**src/rtl/serial_word_queue.sv**
```systemverilog
// Serial-in word queue: assembles a bit stream into DATA_WIDTH-bit words,
// buffers them in a DEPTH-entry circular FIFO and pops them in parallel on request.
module serial_word_queue #(
   parameter int unsigned DATA_WIDTH = 8,
   parameter int unsigned DEPTH      = 8,
   parameter int unsigned LSB_FIRST  = 0
) (
   input  logic                           clock_1MHz,
   input  logic                           rst,
   input  logic                           data_in,
   input  logic                           write_in,
   input  logic                           dequeue_in,
   output logic                           status_out,
   output logic [DATA_WIDTH-1:0]          data_out,
   output logic                           data_valid_out,
   output logic [$clog2(DEPTH+1)-1:0]     len_out,
   output logic                           full_out,
   output logic                           empty_out,
   output logic                           err_out
);

   localparam int unsigned CNT_W = $clog2(DATA_WIDTH);
   localparam int unsigned PTR_W = $clog2(DEPTH);
   localparam int unsigned LEN_W = $clog2(DEPTH + 1);

   logic [CNT_W-1:0]      cnt_q,        cnt_d;
   logic [DATA_WIDTH-1:0] shift_q,      shift_d;
   logic [DATA_WIDTH-1:0] hold_q,       hold_d;
   logic                  hold_valid_q, hold_valid_d;
   logic [PTR_W-1:0]      wr_ptr_q,     wr_ptr_d;
   logic [PTR_W-1:0]      rd_ptr_q,     rd_ptr_d;
   logic [LEN_W-1:0]      len_q,        len_d;
   logic                  full_q,       full_d;
   logic                  empty_q,      empty_d;
   logic [DATA_WIDTH-1:0] data_q,       data_d;
   logic                  valid_q,      valid_d;
   logic                  err_q,        err_d;

   logic [DATA_WIDTH-1:0] mem [DEPTH];

   logic                  bit_acc;
   logic                  deq;
   logic                  xfer;
   logic [DATA_WIDTH-1:0] shifted;

   // Next-state logic for deserialiser, hold stage, FIFO pointers and output registers
   always_comb begin
      cnt_d        = cnt_q;
      shift_d      = shift_q;
      hold_d       = hold_q;
      hold_valid_d = hold_valid_q;
      wr_ptr_d     = wr_ptr_q;
      rd_ptr_d     = rd_ptr_q;
      data_d       = data_q;
      valid_d      = 1'b0;
      err_d        = err_q;

      bit_acc = write_in & ~hold_valid_q;
      deq     = dequeue_in & (len_q != '0);
      // A full FIFO still takes the held word when the head leaves at the same edge
      xfer    = hold_valid_q & ((len_q < LEN_W'(DEPTH)) | deq);

      if (LSB_FIRST != 0) begin
         shifted = {data_in, shift_q[DATA_WIDTH-1:1]};
      end else begin
         shifted = {shift_q[DATA_WIDTH-2:0], data_in};
      end

      if (bit_acc) begin
         if (cnt_q == CNT_W'(DATA_WIDTH - 1)) begin
            hold_d       = shifted;
            hold_valid_d = 1'b1;
            cnt_d        = '0;
            shift_d      = '0;
         end else begin
            shift_d = shifted;
            cnt_d   = cnt_q + CNT_W'(1);
         end
      end

      if (write_in & hold_valid_q) begin
         err_d = 1'b1;
      end

      if (xfer) begin
         hold_valid_d = 1'b0;
         wr_ptr_d     = wr_ptr_q + PTR_W'(1);
      end

      if (deq) begin
         data_d   = mem[rd_ptr_q];
         valid_d  = 1'b1;
         rd_ptr_d = rd_ptr_q + PTR_W'(1);
      end

      len_d   = len_q + LEN_W'(xfer) - LEN_W'(deq);
      full_d  = (len_d == LEN_W'(DEPTH));
      empty_d = (len_d == '0);
   end

   // State registers
   always_ff @(posedge clock_1MHz or negedge rst) begin
      if (!rst) begin
         cnt_q        <= '0;
         shift_q      <= '0;
         hold_q       <= '0;
         hold_valid_q <= 1'b0;
         wr_ptr_q     <= '0;
         rd_ptr_q     <= '0;
         len_q        <= '0;
         full_q       <= 1'b0;
         empty_q      <= 1'b1;
         data_q       <= '0;
         valid_q      <= 1'b0;
         err_q        <= 1'b0;
      end else begin
         cnt_q        <= cnt_d;
         shift_q      <= shift_d;
         hold_q       <= hold_d;
         hold_valid_q <= hold_valid_d;
         wr_ptr_q     <= wr_ptr_d;
         rd_ptr_q     <= rd_ptr_d;
         len_q        <= len_d;
         full_q       <= full_d;
         empty_q      <= empty_d;
         data_q       <= data_d;
         valid_q      <= valid_d;
         err_q        <= err_d;
      end
   end

   // Storage array; contents are don't-care until written, so no reset
   always_ff @(posedge clock_1MHz) begin
      if (xfer) begin
         mem[wr_ptr_q] <= hold_q;
      end
   end

   assign status_out     = ~hold_valid_q;
   assign data_out       = data_q;
   assign data_valid_out = valid_q;
   assign len_out        = len_q;
   assign full_out       = full_q;
   assign empty_out      = empty_q;
   assign err_out        = err_q;

endmodule

```
**config.mk**
```make
export PLATFORM = sky130hd
export DESIGN_NAME = serial_word_queue
export DESIGN_NICKNAME = d
export VERILOG_FILES = /design/src/rtl/serial_word_queue.sv
export SDC_FILE = /design/constraint.sdc
export NUM_CORES = 1
export LEC_CHECK = 0
export CAP_MARGIN = 20
export CORE_MARGIN = 2
export CORE_UTILIZATION = 40
export DETAILED_ROUTE_END_ITERATION = 12
export PLACE_DENSITY = 0.57
export SLEW_MARGIN = 10
export SYNTH_ARGS = -nofsm -noshare
export SYNTH_HDL_FRONTEND = slang
export SYNTH_SLANG_ARGS = --single-unit
```
**constraint.sdc**
```tcl
create_clock -name clock_1MHz -period 2.7 [get_ports clock_1MHz]
set_input_delay 0.405 -clock clock_1MHz [delete_from_list [all_inputs] [get_ports clock_1MHz]]
set_output_delay 0.405 -clock clock_1MHz [all_outputs]
set_load 0.02 [all_outputs]
```
Yosys cells after proc, flatten, opt, wreduce, memory -nomap -nowiden
Memory sizes are Yosys's and may differ from the RTL's. A register that Yosys moved wholly into a read port is not among the register bits.
Index checks and enable logic that the tools add are counted.
{ "word_totals": {"wordCells": 41, "ramBits": 64, "out_inout_bits": 17, "memories": 1, "input_bits": 5, "regBits": 33} }
{ "classes": {"bitwise_logic": 6, "n_reduce_logical": 7, "mux": 8, "add_sub_neg": 5, "eq_ne": 2, "order_cmp": 1} }
{ "mem_list": {"columns": ["name", "words", "word_bits", "rd", "rd_clocked_by_memory_dff", "wr", "line", "rtl"], "rows": [
  ["mem", 8, 8, 1, 1, 1, "39", "logic [DATA_WIDTH-1:0] mem [DEPTH];"]
]} }
{ "op_table": {"columns": ["operator", "count"], "rows": [
  ["adder 3 x 1 -> 3 bit, second input constant", 3],
  ["two-way mux 7 bit", 1],
  ["two-way mux 1 bit", 6],
  ["adder 4 x 1 -> 4 bit", 1],
  ["bitwise AND 1 bit", 4],
  ["equality test 4 bit, second input constant", 1],
  ["zero test 4 bit", 1],
  ["< comparator 4 bit, second input constant", 1],
  ["AND reduction 2 bit", 2],
  ["nonzero test 2 bit", 2],
  ["nonzero test 4 bit", 1],
  ["subtractor 4 x 1 -> 4 bit", 1],
  ["equality test 3 bit, second input constant", 1],
  ["two-way mux 3 bit", 1],
  ["zero test 1 bit", 1],
  ["inverter 1 bit", 1],
  ["bitwise OR 1 bit", 1]
]} }

Depth between registers and ports, before layout
Gate-level depths: netlist of the first run.
{ "depth": {"depth_word": 7, "mapped_depth": 12} }

Worst setup path before layout of the first run
OpenSTA, ideal clock, no wires.
{ "synth_path": {"path_type": "flip-flop to flip-flop", "start": "register len_q[3], in the netlist len_out[3]", "end": "register full_q, in the netlist full_out", "required_time_ns": 2.627, "arrival_ns": 2.622, "period_less_slack_ns": 2.695, "path_buffers": 1, "stages_incl_launch_ff": 13, "path_slack_ns": 0.005, "cell_sequence": "dfrtp_1 inv_1 ha_1 a21boi_4 buf_4 ha_1 inv_1 ha_1 inv_1 fa_1 inv_1 or3_1 nor2b_1"} }
{ "synth_between": {"elab_chain_len": 7, "word_cells_on_any_way": 8, "cone_classes": "add/sub: 2; order compare: 1; eq/ne: 1; bitwise: 3; reduce/logical: 1"} }
{ "synth_lines": {"columns": ["element", "line", "rtl"], "rows": [
  ["start, declared", "32", "logic [LEN_W-1:0] len_q, len_d;"],
  ["start signal, assigned", "123", "len_q <= len_d;"],
  ["nonzero test 4 bit *", "59", "deq = dequeue_in & (len_q != '0);"],
  ["bitwise AND 1 bit *", "59", null],
  ["via deq", "42", "logic deq;"],
  ["bitwise OR 1 bit", "61", "xfer = hold_valid_q & ((len_q < LEN_W'(DEPTH)) | deq);"],
  ["bitwise AND 1 bit", "61", null],
  ["adder 4 x 1 -> 4 bit", "96", "len_d = len_q + LEN_W'(xfer) - LEN_W'(deq);"],
  ["subtractor 4 x 1 -> 4 bit *", "96", null],
  ["via len_d[1]", "32", null],
  ["equality test 4 bit *", "97", "full_d = (len_d == LEN_W'(DEPTH));"],
  ["via full_d", "33", "logic full_q, full_d;"],
  ["end signal, assigned", "124", "full_q <= full_d;"],
  ["end, declared", "33", null]
]} }
Mark *: on every way through the listed nets, which the timed path passes. The rest lies on a longest branch.
A chain may end at the register's enable or synchronous reset.

Final worst setup path of the first run
{ "layout_path": {"start": "register len_q[2], in the netlist len_out[2]", "end": "register full_q, in the netlist full_out"} }
{ "layout_between": {"elab_chain_len": 7, "word_cells_on_any_way": 8, "cone_classes": "add/sub: 2; order compare: 1; eq/ne: 1; bitwise: 3; reduce/logical: 1"} }
{ "layout_lines": {"columns": ["element", "line"], "rows": [
  ["parallel branches: the longest is 5 deep, another holds < comparator 4 bit", null],
  ["subtractor 4 x 1 -> 4 bit *", "96"],
  ["via len_d[1]", "32"],
  ["equality test 4 bit *", "97"],
  ["via full_d", "33"]
]} }
Mark *: on every way through the listed nets, which the timed path passes.

==> results of run 1 <==
through the flow:
| step | total power, mW | setup TNS (ns) |
|---|---|---|
| after floorplan | 3.81 | 0 |
| after global placement | 4.29 | -0.127 |
| after detailed placement | 4.34 | -0.233 |
| after CTS | 5.33 | 0 |
| after global routing | 5.66 | 0 |
| final | 5.27 | 0 |
layer usage:
metal,vias up,global-route usage,part of all wire
met1,1129,0.179,0.48
met3,4,0.0236,0.026
met2,29,0.212,0.49
met5,-,0,0
li1,1096,-,-
met4,0,0.0495,0.0076
state kept, by name (all words and copies together), names as in the netlist:
register and count:
full_out 1, data_out 8, rd_ptr_q 3, cnt_q 3
mem 64, hold_q 8, err_out 1, empty_out 1
wr_ptr_q 3, hold_valid_q 1, len_out 4, shift_q 7
data_valid_out 1
power by group through the flow:
stage	Combinational [mW]	Clock [mW]	Sequential, mW
floorplan	1.24	0	2.57
CTS	1.78	1.01	2.54
global placement	1.74	0	2.55
finish	1.77	0.978	2.53
global route	1.99	1.08	2.60
detailed placement	1.77	0	2.57
cells by family after synthesis:
family | count (synthesis) | share of synthesized area
AO/OA/AOI/OAI | 41 | 0.0676
adder cells (fa/ha/maj) | 10 | 0.0310
multiplexers | 43 | 0.105
XOR/XNOR | 6 | 0.0123
buffers and inverters | 27 | 0.0375
AND/OR/NAND/NOR | 47 | 0.0571
flip-flops | 105 | 0.690
final timing paths:
| path | startpoint | to | slack [ns] | cells past startpoint |
|---|---|---|---|---|
| max in group asynchronous | rst | cnt_q[0] | 1.90 | 1 |
| max | len_out[2] | full_out | 0.20 | 12 |
| max reg2reg | len_out[2] | full_out | 0.20 | 12 |
| min in group clock_1MHz | err_out | err_out | 0.49 | 1 |
| min | rst | rd_ptr_q[0] | 0.18 | 1 |
| min reg2reg | err_out | err_out | 0.49 | 1 |
repair_timing:
item	in CTS	in global routing
gates resized for setup	0	1
setup buffers	0	2
endpoints found under the setup margin	0	1
area by class of cell:
| class | count | area, um^2 | area share |
|---|---|---|---|
| Clock buffer | 9 | 124 | 0.0254 |
| Clock inverter | 7 | 77.6 | 0.0159 |
| Inverter | 16 | 60.1 | 0.0123 |
| Multi-Input combinational cell | 147 | 1170 | 0.240 |
| Sequential cell | 105 | 2950 | 0.605 |
| Tap cell | 136 | 170 | 0.0349 |
| Timing Repair Buffer | 37 | 325 | 0.0667 |
critical path: stages (launching register included):
cell and delay, ns:
dfrtp_1 0.36, inv_1 0.06, ha_2 0.20, a21boi_4 0.20, o21ai_4 0.07, ha_1 0.27
inv_1 0.06, ha_1 0.15, inv_1 0.05, fa_1 0.47, inv_1 0.05, or3_1 0.39
nor2b_1 0.12
cells in the mapped netlist, types with 2 or more instances:
cell,number
nand3_1,8
o211ai_1,2
buf_6,2
ha_1,9
mux2i_1,32
o21ai_0,8
mux2_2,8
buf_2,3
edfxtp_1,64
a22oi_1,16
a21o_1,3
xor2_1,2
dfrtp_1,40
xnor2_1,4
nand2b_1,10
buf_12,2
buf_4,2
nor2_1,5
nand2_1,10
o21ai_1,8
mux2_1,2
inv_1,15
nor3_1,5
nor2b_1,3
clkbuf_1,2
==> metrics.txt, run 1 <==
Layout Nets 331; yosys warns 0; Final Max Slew Viols 0; cell count after synthesis 279; Critical Path AT about 2.8 ns; Async S/R FF share, synth 0.390; Mapped Area 4280 um^2; Yosys top cell by area edfxtp_1; CTS Hold Bufs 0; DRT iter0 DRCs 75; Flop pwr share 0.480; LEAKAGE between 1.5 and 2 nW; Pwr Density ~1100 nW/um^2; diodes inserted 0; Die ar. 11500 um^2; Syn-to-layout area delta 14.0%; CTS H-tree depth 3; Critical Path Fanout Max 3; DPL Wire Length 4730 um; PnR worst setup slack 0.201 ns; routability cong. 0.707; fraction of layout cells with a size suffix above 1 0.159; minimum clock period 2.50 ns; GR Util All Layers 0.132; initial antenna violation count 0; TritonCTS clock tree built; Worst Skew roughly 0.016 ns; Final Hold Violating Endpoints 0; clk root buf clkbuf_8; Worst setup SP type flip-flop; CORE AREA 10400 um^2; vias in the first global route 2293; non-filler cells, final 457; worst vdd ir between 0.5 and 0.6 mV; DRT antenna net count 0; RSZ-0062 raised after global routing no; critical path type flip-flop to flip-flop; Design Area, Final between 4000 and 5000 um^2; Placed Area 4660 um^2; Req. time, crit path 2.99 ns; Clock Sinks 105; Max Cap Viol 0; #FFs+latches synth 105; average size of a mapped cell 15.3 um^2; Residual DRC 0; combinational group share of total power 0.335; switching power 1.81 mW; Pint 3.47 mW; Placement Setup Slack -0.139 ns; area share of the largest cell type after synthesis 0.450; chip height 107 um; placed cell count approximately 440; Post-synth EDFFs 64; most frequent cells in the layout edfxtp_1, dfrtp_1, mux2i_1, clkdlybuf4s50_1; Avg WL per Cell 15.2 um; Die W 107 um; element type at the critical path end flip-flop; Min-Delay Path Class input pin to asynchronous set/reset pin; final WL approximately 6900 um; grt ovf 0; final setup violation count 0; Worst-Skew Late Latency between 0.3 and 0.4 ns; Clock Pin Slew Worst Setup and Hold Paths 0.11 ns; Row Count 37; Slew @ Worst Pin 0.954 ns; via/cell ratio 4.94; Fill cells 929; Slew headroom 0.364; Buffers on Ports 21; number of CTS-inserted buffers 9; Seq/Total Area, Yosys 0.690; First-pass DRT Iterations 4; Main synth FF type edfxtp_1; IO Count 22; post-synthesis net count between 200 and 300; WHS between 0.15 and 0.2 ns; CTS Buffer Depth 2; Final Cycle Share 0.925; largest net degree at the start of global routing 42; Switching Share 0.343; Finished Core Util 0.470; status finished clean; dominant cells by area after synthesis edfxtp_1, dfrtp_1, mux2i_1; clock share of power 0.185; Fmax achieved 0.400 GHz; Distinct cells, synth 39; commonest non-fill, non-tap cell in the layout edfxtp_1; Initial Util 0.412; first-pass GRT wire length 11600 um; via count 2258
Power figures use the tool's default switching activity.
==> run 2, diff against run 1 <==
--- a/config.mk
+++ b/config.mk
@@ -9,7 +9,9 @@
 export CORE_MARGIN = 2
 export CORE_UTILIZATION = 40
 export DETAILED_ROUTE_END_ITERATION = 12
+export MAX_ROUTING_LAYER = met4
 export PLACE_DENSITY = 0.57
+export REMOVE_ABC_BUFFERS = 1
 export SLEW_MARGIN = 10
 export SYNTH_ARGS = -nofsm -noshare
 export SYNTH_HDL_FRONTEND = slang
==> run 2 against run 1 <==
Compared with the run above:
- critical path depth did not move
- power rose by 3.6%
- clock skew barely moved
- maximum frequency fell by 1.2%
- non-clock buffer count rose by 1
- wire length rose by 9.7%
- final cell count rose by 0.22%
- hold slack improved by 0.23 ns
- via count fell by 0.49%
- core utilization rose by 0.64 points
- highest routed layer unchanged
==> metrics.txt, run 2 (synthesis results as in run 1) <==
minimum clock period 2.53 ns (was 2.50 ns); TritonCTS clock tree built (unchanged); Final Hold Violating Endpoints 0 (unchanged); Clock Pin Slew Worst Setup and Hold Paths 0.11 ns (about the same); DRT antenna net count 0 (unchanged); R2R Setup Slk 0.17 ns (was 0.20 ns); Worst R2R Start len_out[2] (unchanged); final setup violation count 0 (unchanged); Req. time, crit path 3.00 ns (was 2.99 ns); Slew @ Worst Pin 0.778 ns (was 0.954 ns); Fmax achieved 0.396 GHz (was 0.400 GHz); critical path type flip-flop to flip-flop (unchanged); diodes inserted 0 (unchanged); Critical Path AT 2.82 ns (was 2.79 ns); Largest Register mem (unchanged); fraction of layout cells with a size suffix above 1 0.155 (was 0.159); DPL Wire Length 4730 um (about the same); CP Cell Sequence inv_1, ha_1, a21boi_4, o21ai_4, ha_1, inv_1, ha_1, inv_1, fa_1, inv_1, or3_4, nor2b_1 (was inv_1, ha_2, a21boi_4, o21ai_4, ha_1, inv_1, ha_1, inv_1, fa_1, inv_1, or3_1, nor2b_1); Placed Area 4660 um^2 (unchanged); Residual DRC 0 (unchanged); critical path capture point full_out (unchanged); Critical Path Fanout Max 3 (unchanged); cell mode on critical path inv_1 (unchanged); clk root buf clkbuf_8 (unchanged); element type at the critical path end flip-flop (unchanged); Syn-to-layout area delta 15.6% (was 14.0%); routability cong. 0.685 (was 0.707); PnR worst setup slack 0.172 ns (was 0.201 ns); WHS 0.417 ns (was 0.182 ns); Design Area, Final 4940 um^2 (was 4870 um^2); via/cell ratio 4.91 (was 4.94); First-pass DRT Iterations 4 (unchanged); Placement Setup Slack -0.100 ns (was -0.139 ns); RSZ-0062 raised after global routing no (unchanged); Die W 107 um (unchanged); Avg WL per Cell 16.6 um (was 15.2 um); worst reg-to-reg path cell count 12 (unchanged); grt ovf 0 (unchanged); non-filler cells, final 458 (was 457); LEAKAGE 1.97 nW (was 1.94 nW); chip height 107 um (unchanged); Pwr Density 1110 nW/um^2 (was 1080 nW/um^2); first-pass GRT wire length 12200 um (was 11600 um); status finished clean (unchanged); Final Cycle Share 0.936 (was 0.925); worst r2r dst full_out (unchanged); commonest non-fill, non-tap cell in the layout edfxtp_1 (unchanged); Crit path depth 12 (unchanged); Initial Util 0.412 (unchanged); buffer and inverter count on the worst path 4 (unchanged); initial antenna violation count 0 (unchanged); Final Max Slew Viols 0 (unchanged); placed cell count 439 (unchanged); number of CTS-inserted buffers 9 (unchanged); max FFs per register 64 (unchanged); final WL 7610 um (was 6940 um); Slew headroom 0.480 (was 0.364); IO Count 22 (unchanged); vias in the first global route 2303 (was 2293); Critical Path Max Stage Delay 0.47 ns (about the same); Die ar. 11500 um^2 (unchanged); Min-Delay Path Class input pin to asynchronous set/reset pin (unchanged); Total Power 5.46 mW (was 5.27 mW); Worst-Skew Late Latency 0.36 ns (was 0.35 ns); Clock Sinks 105 (unchanged); Buffers on Ports 21 (unchanged); Row Count 37 (unchanged); Worst Skew 0.0160 ns (was 0.0158 ns); via count 2247 (was 2258); GR Util All Layers 0.148 (was 0.132); DRT iter0 DRCs 57 (was 75); CP startpoint len_out[2] (unchanged); CTS Buffer Depth 2 (unchanged); Crit-path slowest cell fa_1 (unchanged); Max Cap Viol 0 (unchanged); CORE AREA 10400 um^2 (unchanged); Worst setup SP type flip-flop (unchanged); CTS H-tree depth 3 (unchanged); Top Family by Delay on Critical Path adder cells (unchanged); largest net degree at the start of global routing 42 (unchanged); most frequent cells in the layout edfxtp_1, dfrtp_1, mux2i_1, clkdlybuf4s50_1, a22oi_1 (was edfxtp_1, dfrtp_1, mux2i_1, clkdlybuf4s50_1); worst vdd ir 0.662 mV (was 0.516 mV); Layout Nets 332 (was 331)
-- run 2: cell count changes in the layout (fill, tap and decap cells not counted), sizes merged --
cell,previous run,this run
bufinv,1,3
dlygate4sd3,0,1
inv,18,16
-- run 2: per-layer routing --
layer	track usage	part of all wire	wire [um]
met1	0.176	0.46	3470
met2	0.252	0.50	3810
met3	0.0418	0.033	253
met4	0.0357	0.010	77
met5	-	0	0
-- run 2: worst min-delay path by stage --
stage,startpoint,end,slack [ns],cells past startpoint
final,rst,data_out[6],0.42,2
after global routing,rst,data_out[7],0.41,2
after CTS,rst,data_out[6],0.21,1
after detailed placement,err_out,err_out,0.45,1
after global placement,err_out,err_out,0.45,1
after floorplan,rst,cnt_q[0],0.11,0
-- run 2: power breakdown --
group          internal [mW]  total, mW  switching (mW)  leakage, nW
logic                  0.863       1.84           0.978        0.759
clock network          0.616       1.13           0.515        0.117
registers               2.18       2.49           0.312         1.09
total                   3.66       5.46            1.80         1.97
-- run 2: worst register-to-register path, stage by stage, from the launching register on --
cell	delay (ns)
dfrtp_1	0.36
inv_1	0.06
ha_1	0.23
a21boi_4	0.21
o21ai_4	0.07
ha_1	0.27
inv_1	0.05
ha_1	0.15
inv_1	0.05
fa_1	0.47
inv_1	0.05
or3_4	0.38
nor2b_1	0.12
-- run 2: metrics by stage --
step / TNS, ns / utilization
after floorplan: -0.468 / -
after global placement: -0.138 / 0.449
after detailed placement: -0.165 / 0.449
after CTS: 0 / 0.472
after global routing: 0 / 0.476
final: 0 / 0.476
-- run 2: final cells by class --
type                    instances  area [um^2]
clock buffers                   9          124
clock inverters                 7          119
fillers                       935         5430
inverters                      16         60.1
multi-input cells             147         1170
flip-flops and latches        105         2950
well taps                     136          170
repair buffers                 38          348
-- run 2: timing repair --
| item | 4_1_cts | 5_1_grt |
|---|---|---|
| setup buffers | 0 | 1 |
| resized for setup | 0 | 1 |
| hold buffers | 0 | 1 |
| hold endpoints to repair | 0 | 8 |
| setup endpoints to repair | 0 | 1 |
==> run 3, diff against run 2 <==
--- a/config.mk
+++ b/config.mk
@@ -9,6 +9,7 @@
 export CORE_MARGIN = 2
 export CORE_UTILIZATION = 40
 export DETAILED_ROUTE_END_ITERATION = 12
+export GPL_TIMING_DRIVEN = 0
 export MAX_ROUTING_LAYER = met4
 export PLACE_DENSITY = 0.57
 export REMOVE_ABC_BUFFERS = 1
==> run 3 against run 2 <==
Compared with the run above:
- count of clock-buffer cells in the layout up 3
- register-to-register slack barely moved
- global-route usage is 0.35 points higher
- sequential share of layout area grew 0.73 points
- highest routed layer unchanged
- critical path depth is the same
- maximum frequency rose by 0.32%
- cell area down 1.2%
- first-iteration DRC count rose by 1.8%
- final cell count is 1.5% lower
- combinational power is essentially flat
- core utilization is 0.55 points lower
- via count fell by 0.67%
==> metrics.txt, run 3 (synthesis results as in run 1) <==
chip height 107 um (unchanged); most frequent cells in the layout edfxtp_1, dfrtp_1, mux2i_1, clkdlybuf4s50_1, a22oi_1 (unchanged); minimum clock period 2.52 ns (was 2.53 ns); Fmax achieved 0.397 GHz (was 0.396 GHz); Flop pwr share 0.483 (was 0.456); initial antenna violation count 0 (unchanged); Final Hold Violating Endpoints 0 (unchanged); Worst-Skew Late Latency 0.36 ns (about the same); Residual DRC 0 (unchanged); Largest Register mem (unchanged); Buffers on Ports 21 (unchanged); GR Util All Layers 0.152 (was 0.148); element type at the critical path end flip-flop (unchanged); TritonCTS clock tree built (unchanged); commonest non-fill, non-tap cell in the layout edfxtp_1 (unchanged); first-pass GRT wire length 12400 um (was 12200 um); Clock Pin Slew Worst Setup and Hold Paths 0.09 ns (was 0.11 ns); Die W 107 um (unchanged); Clock Sinks 105 (unchanged); DPL Wire Length 4690 um (was 4730 um); Pint 3.48 mW (was 3.66 mW); Fill cells 937 (was 935); Layout Nets 325 (was 332); DRT antenna net count 0 (unchanged); final WL 7750 um (was 7610 um); status finished clean (unchanged); grt ovf 0 (unchanged); Final Cycle Share 0.933 (was 0.936); setup TNS 0 ns (unchanged); Min-Delay Path Class input pin to asynchronous set/reset pin (unchanged); Critical Path Max Stage Delay 0.49 ns (was 0.47 ns); Syn-to-layout area delta 14.2% (was 15.6%); routing usage on met3 0.0400 (was 0.0418); Critical Path Fanout Max 2 (was 3); Initial Util 0.412 (unchanged); final setup violation count 0 (unchanged); via/cell ratio 4.95 (was 4.91); Row Count 37 (unchanged); RSZ-0062 raised after global routing no (unchanged); via count 2232 (was 2247); Pwr Density 1090 nW/um^2 (was 1110 nW/um^2); Crit-path slowest cell fa_1 (unchanged); met2 GRT Util 0.228 (was 0.252); Worst setup SP type flip-flop (unchanged); Worst Skew 0.00859 ns (was 0.0160 ns); LEAKAGE 1.92 nW (was 1.97 nW); clock share of power 0.170 (was 0.207); routability cong. 0.680 (was 0.685); Max Cap Viol 0 (unchanged); Total Power 5.31 mW (was 5.46 mW); GR peak layer met2 (unchanged); fraction of layout cells with a size suffix above 1 0.152 (was 0.155); switching power 1.83 mW (was 1.80 mW); CP Cell Sequence inv_2, ha_4, a21boi_4, buf_4, ha_1, inv_1, ha_1, inv_1, fa_1, inv_1, or3_1, nor2b_1 (was inv_1, ha_1, a21boi_4, o21ai_4, ha_1, inv_1, ha_1, inv_1, fa_1, inv_1, or3_4, nor2b_1); CTS H-tree depth 3 (unchanged); diodes inserted 0 (unchanged); max FFs per register 64 (unchanged); Switching Share 0.345 (was 0.330); Slew headroom 0.396 (was 0.480); combinational group share of total power 0.347 (was 0.337); Finished Core Util 0.471 (was 0.476); DRT iter0 DRCs 58 (was 57); Final Max Slew Viols 0 (unchanged); critical path type flip-flop to flip-flop (unchanged); number of CTS-inserted buffers 9 (unchanged); cell mode on critical path inv_1 (unchanged); IO Count 22 (unchanged); largest net degree at the start of global routing 34 (was 42); CORE AREA 10400 um^2 (unchanged); clk root buf clkbuf_8 (unchanged); worst vdd ir 0.597 mV (was 0.662 mV); Req. time, crit path 2.99 ns (was 3.00 ns); met1 global-route usage 0.208 (was 0.176); vias in the first global route 2274 (was 2303); CTS Buffer Depth 2 (unchanged); Critical Path AT 2.81 ns (was 2.82 ns); First-pass DRT Iterations 4 (unchanged); Die ar. 11500 um^2 (unchanged); Avg WL per Cell 17.2 um (was 16.6 um); Slew @ Worst Pin 0.902 ns (was 0.778 ns)
run 3: cell type report:
type                       count  area, um^2  area share
clock buffer                  12         135      0.0277
clock inverter                 4        43.8     0.00897
inverter                      16        60.1      0.0123
multi-input combinational    148        1220       0.250
sequential                   105        2950       0.604
tap                          136         170      0.0348
timing repair buffer          30         303      0.0620
run 3: stage by stage:
step	std cells	hold WS (ns)	worst slack, ns	cell area (um^2)
finish	451	0.428	0.180	4880
global route	451	0.445	0.0306	4880
floorplan	268	0.109	-0.244	4180
detailed placement	428	0.280	-0.807	4630
CTS	449	0.419	0.00852	4870
global placement	425	0.445	-1.08	4560
run 3: power groups by stage:
stage / clock network [mW] / logic [mW] / registers [mW]
after floorplan: 0 / 1.03 / 2.66
after global placement: 0 / 1.63 / 2.65
after detailed placement: 0 / 1.78 / 2.59
after CTS: 0.938 / 1.86 / 2.56
after global routing: 0.992 / 2.05 / 2.62
final: 0.904 / 1.84 / 2.56
run 3: repair_timing:
item	4_1_cts	5_1_grt
pin swaps	2	2
gates resized for setup	3	3
endpoints found under the setup margin	58	13
hold buffers	1	0
cloned	1	0
setup buffers	3	2
hold endpoints to repair	8	0
run 3: routing by layer:
| metal | share of wire | routed length, um |
|---|---|---|
| met1 | 0.47 | 3650 |
| met2 | 0.46 | 3580 |
| met3 | 0.057 | 441 |
| met4 | 0.011 | 85 |
| met5 | 0 | 0 |
run 3: worst max-delay path: cells and delay by family, from the launching register on:
family                   cells  cell delay, ns
flip-flops                   1            0.39
adder cells (fa/ha/maj)      4            1.10
AO/OA/AOI/OAI                1            0.07
buffers and inverters        5            0.38
AND/OR/NAND/NOR              2            0.50
run 3: final timing paths:
check	end	startpoint	depth (start not counted)	slack, ns
hold reg to reg	err_out	err_out	1	0.47
hold / removal	data_out[5]	rst	2	0.43
max in group asynchronous	empty_out	rst	3	1.75
min in group clock_1MHz	err_out	err_out	1	0.47
setup / recovery	full_out	len_out[2]	12	0.18
setup reg to reg	full_out	len_out[2]	12	0.18
